File: src/rtl/pipe_div_pkg.sv
// Shared types and constants for the pipeline quotient divider.
// Pipeline-result back-calculation uses the default operand width.
package pipe_div_pkg;

  localparam int unsigned DIV_N = 10;

  typedef enum logic [1:0] {
    StIdle,
    StRun,
    StDone
  } state_e;

  function automatic int unsigned cnt_width(input int unsigned n);
    return $clog2(n + 1);
  endfunction

  localparam int unsigned CNT_W = cnt_width(DIV_N);

  // Quotient reported when the captured divisor is zero.
  localparam logic [DIV_N-1:0] QUO_ONES = '1;

endpackage

File: src/rtl/pipe_quotient_divider_div_step.sv
// One combinational restoring-division step: shift {rem, quo} left,
// trial-subtract the divisor, keep or restore.
module div_step #(
  parameter int unsigned N = 10
) (
  input  logic [N:0]   rem_i,
  input  logic [N-1:0] quo_i,
  input  logic [N-1:0] div_i,
  output logic [N:0]   rem_o,
  output logic [N-1:0] quo_o
);

  logic [N:0]   shifted;
  logic [N+1:0] diff;

  always_comb begin
    shifted = {rem_i[N-1:0], quo_i[N-1]};
    // Extra MSB acts as the borrow flag of the trial subtraction.
    diff    = {1'b0, shifted} - {2'b00, div_i};
    if (!diff[N+1]) begin
      rem_o = diff[N:0];
      quo_o = {quo_i[N-2:0], 1'b1};
    end else begin
      rem_o = shifted;
      quo_o = {quo_i[N-2:0], 1'b0};
    end
  end

endmodule

File: src/rtl/pipe_quotient_divider.sv
// Sequential restoring divider recovering q = floor(f/d), r = f - q*d,
// one quotient bit per clock, with valid/ready on both sides.
module pipe_quotient_divider
  import pipe_div_pkg::*;
#(
  parameter int unsigned N = DIV_N
) (
  input  logic         clk,
  input  logic         rst_n,
  input  logic         in_valid,
  output logic         in_ready,
  input  logic [N-1:0] f,
  input  logic [N-1:0] d,
  output logic         out_valid,
  input  logic         out_ready,
  output logic [N-1:0] q,
  output logic [N-1:0] r,
  output logic         div_by_zero
);

  localparam int unsigned CntW = cnt_width(N);

  state_e        state_q;
  logic [CntW-1:0] cnt_q;
  logic [N:0]    rem_q;
  logic [N-1:0]  quo_q;
  logic [N-1:0]  div_q;
  logic [N:0]    rem_nxt;
  logic [N-1:0]  quo_nxt;

  div_step #(
    .N(N)
  ) u_step (
    .rem_i(rem_q),
    .quo_i(quo_q),
    .div_i(div_q),
    .rem_o(rem_nxt),
    .quo_o(quo_nxt)
  );

  always_ff @(posedge clk or negedge rst_n) begin
    if (!rst_n) begin
      state_q     <= StIdle;
      cnt_q       <= '0;
      rem_q       <= '0;
      quo_q       <= '0;
      div_q       <= '0;
      q           <= '0;
      r           <= '0;
      div_by_zero <= 1'b0;
      out_valid   <= 1'b0;
      in_ready    <= 1'b1;
    end else begin
      case (state_q)
        StIdle: begin
          if (in_valid) begin
            quo_q    <= f;
            div_q    <= d;
            rem_q    <= '0;
            cnt_q    <= CntW'(N);
            in_ready <= 1'b0;
            if (d == '0) begin
              state_q     <= StDone;
              q           <= {N{1'b1}};
              r           <= f;
              div_by_zero <= 1'b1;
              out_valid   <= 1'b1;
            end else begin
              state_q <= StRun;
            end
          end
        end
        StRun: begin
          rem_q <= rem_nxt;
          quo_q <= quo_nxt;
          cnt_q <= cnt_q - CntW'(1);
          // Final step: publish the result straight from the step outputs.
          if (cnt_q == CntW'(1)) begin
            state_q     <= StDone;
            q           <= quo_nxt;
            r           <= rem_nxt[N-1:0];
            div_by_zero <= 1'b0;
            out_valid   <= 1'b1;
          end
        end
        StDone: begin
          if (out_ready) begin
            state_q   <= StIdle;
            out_valid <= 1'b0;
            in_ready  <= 1'b1;
          end
        end
        default: state_q <= StIdle;
      endcase
    end
  end

endmodule

File: config.mk
export PLATFORM = sky130hd
export DESIGN_NAME = pipe_quotient_divider
export DESIGN_NICKNAME = d
export VERILOG_FILES = /design/src/rtl/pipe_div_pkg.sv /design/src/rtl/pipe_quotient_divider_div_step.sv /design/src/rtl/pipe_quotient_divider.sv
export SDC_FILE = /design/constraint.sdc
export NUM_CORES = 1
export LEC_CHECK = 0
export CAP_MARGIN = 0
export CORE_MARGIN = 4
export CORE_UTILIZATION = 45
export DETAILED_ROUTE_END_ITERATION = 6
export GPL_TIMING_DRIVEN = 0
export PLACE_DENSITY = 0.68
export SYNTH_ARGS = -nofsm -noshare
export SYNTH_HDL_FRONTEND = slang
export SYNTH_HIERARCHICAL = 1
export SYNTH_SLANG_ARGS = --single-unit
File: constraint.sdc
create_clock -name clk -period 3 [get_ports clk]
set_input_delay 0.45 -clock clk [delete_from_list [all_inputs] [get_ports clk]]
set_output_delay 0.45 -clock clk [all_outputs]
set_load 0.01 [all_outputs]
==> flow_summary.json <==
{
  "clockRootBuffer": "clkbuf_8",
  "grt_max_degree": 23,
  "synth_area_mm2": 0.00336,
  "fin_total_pwr_mw": 5.31,
  "max_clock_freq_ghz": 0.384,
  "core_mm2": 0.00725,
  "p_per_area_mw_per_mm2": 1270,
  "p_sw_mw": 2.11,
  "path_max_fanout": 7,
  "synth_fp_nets": 359,
  "crit_slowest_cell": "dfrtp_1",
  "finalClockSkew_ns": 0.00684,
  "cp_data_required_time_ns": 3.23,
  "finalCritPeriodShare": 0.867,
  "p_seq_frac": 0.268,
  "rows": 31,
  "overflow": 0,
  "port_buffers": 46,
  "final_hold_viol_count": 0,
  "cp_slowest_stage_delay_ns": 0.44,
  "dp.cells": 469,
  "antennaDiodeCount": 0,
  "routed_wl_mm": 7.26,
  "max_slew.worst_pin.slew_ns": 0.549,
  "ant_nets": 0,
  "intPower_mw": 3.20,
  "antenna_found_initial": 0,
  "die_area_mm2": 0.00891,
  "cts_max_path_buffers": 2,
  "fin_crit_ns": 2.60,
  "hold_buffers": 0,
  "setup-violations-final": 0,
  "seq_area_mm2": 0.00148,
  "arrival_ns": 2.84,
  "report.final.slew_viol_count": 0,
  "ys_warn_count": 6,
  "clkPwrFrac": 0.137,
  "vias": 2569,
  "pre_cts_ws_ns": 0.426,
  "layoutNonFillerInstCount": 485,
  "maxCapViolations": 0,
  "irDropWorstVdd_mv": 0.530,
  "slew_headroom": 0.633,
  "ctsResizeCount": 0,
  "clk_pin_slew_ns": 0.07,
  "post_cts_buffers": 0,
  "drc_errors": 0,
  "die_w_um": 94.4,
  "hold_class": "in -> async",
  "tns_ns": 0,
  "first_pass_iters": 4,
  "setup.worst_path.end_class": "flip-flop",
  "comb_power_share": 0.595,
  "crit_buf_inv": 1,
  "status": "finished clean",
  "p_leak_nw": 1.89,
  "hpwlAfterDp_mm": 5.66,
  "multi_input_area_mm2": 0.00164,
  "worstSetupPathType": "reg -> reg",
  "grtUsageTotal": 0.186,
  "initial_core_util": 0.463,
  "cp_top_family": "compound AO/OA/AOI/OAI gates",
  "insertion_delay_ns": 0.35,
  "worstPathCellList": "ha_1 > nor2b_1 > o2111ai_1 > a211o_1 > and2_4 > inv_6 > mux2_4 > nand2_1 > nand2_1 > mux2_4",
  "numClockSinks": 59,
  "postSynthCellCount": 322,
  "grt_pass1_wl_mm": 12.7,
  "ios": 47,
  "swShare": 0.397,
  "gp_congestion": 0.875,
  "drive_gt1_frac": 0.210,
  "postSynthAreaPerCell_um2": 10.4,
  "numCtsBuffers": 9,
  "holdWs_ns": 0.0481,
  "grt_pass1_vias": 2603,
  "drt_iter0_markers": 143,
  "die_h_um": 94.4,
  "viasPerCell": 5.30,
  "cts_tree": "done",
  "area_growth_pct": 24.7,
  "n_fill_cell": 633,
  "htree_num_levels": 3,
  "rsz0062_at_grt": "no",
  "layout.nets": 418,
  "setup_slack_ns": 0.398,
  "avgRoutedWirePerCell_um": 15.0,
  "crit_path_start_kind": "flip-flop"
}
[registers in the layout, summed over array words and instances, names as in the netlist]
register     count
div_q           10
q               10
quo_q           10
r               10
rem_q           10
cnt_q            4
state_q          2
div_by_zero      1
in_ready         1
out_valid        1
[worst paths after layout]
kind,start,end,slack [ns],cells after the start
setup / recovery,rem_q[0],r[5],0.40,10
hold / removal,rst_n,out_valid,0.05,1
setup reg to reg,rem_q[0],r[5],0.40,10
hold reg to reg,quo_q[1],quo_q[1],0.48,2
max in group asynchronous,rst_n,r[1],2.31,3
min in group clk,quo_q[1],quo_q[1],0.48,2
[worst register-to-register path, stage by stage (launching register included)]
cell,delay [ns]
dfrtp_1,0.44
ha_1,0.29
nor2b_1,0.17
o2111ai_1,0.19
a211o_1,0.41
and2_4,0.20
inv_6,0.10
mux2_4,0.32
nand2_1,0.07
nand2_1,0.06
mux2_4,0.24
[per-stage QoR]
stage                      util  cell area, um2
after CTS                 0.577            4190
after global placement    0.544            3940
final                     0.577            4190
after floorplan               -            3360
after global routing      0.577            4190
after detailed placement  0.551            3990
[placed cells by master (no fill, tap or decap), types with 2 or more instances in the layout]
cell	instances
buf_4	10
o21a_1	3
clkdlybuf4s50_1	45
clkbuf_1	13
o21ba_2	10
inv_1	17
a22o_1	11
nor4_1	11
a21oi_1	9
nand2b_1	2
buf_16	2
nor2_1	8
mux2i_1	8
dfrtp_1	58
mux2_4	14
ha_1	12
or2_2	2
o21ai_0	16
nor3_1	3
clkbuf_8	10
buf_2	3
nand2_1	49
a211oi_1	2
o31ai_1	4
o22ai_1	3
xnor2_1	6
clkinv_2	3
a21boi_0	3
mux2_2	11
nand3_1	6
nor2b_1	3
[metal layers]
layer	part of all wire	GRT usage	vias to the layer above
met1	0.48	0.250	1273
met5	0	0	-
met3	0.045	0.0574	10
met2	0.46	0.288	41
li1	-	-	1245
met4	0.013	0.0542	0
[cell type report]
cell class              count  area share
clock inverters             5      0.0125
repair buffers             48       0.122
clock buffers              11      0.0338
multi-input cells         217       0.391
well taps                  99      0.0296
inverters                  19      0.0182
plain buffers              27      0.0397
flip-flops and latches     59       0.353
[power by group through the flow]
stage                     registers [mW]  clock network, mW  logic, mW
final                               1.42              0.727       3.16
after detailed placement            1.43                  0       3.16
after CTS                           1.42              0.739       3.17
after floorplan                     1.43                  0       2.32
after global placement              1.42                  0       3.09
after global routing                1.48              0.784       3.52
Note: power is estimated with default switching activity, not from simulation.
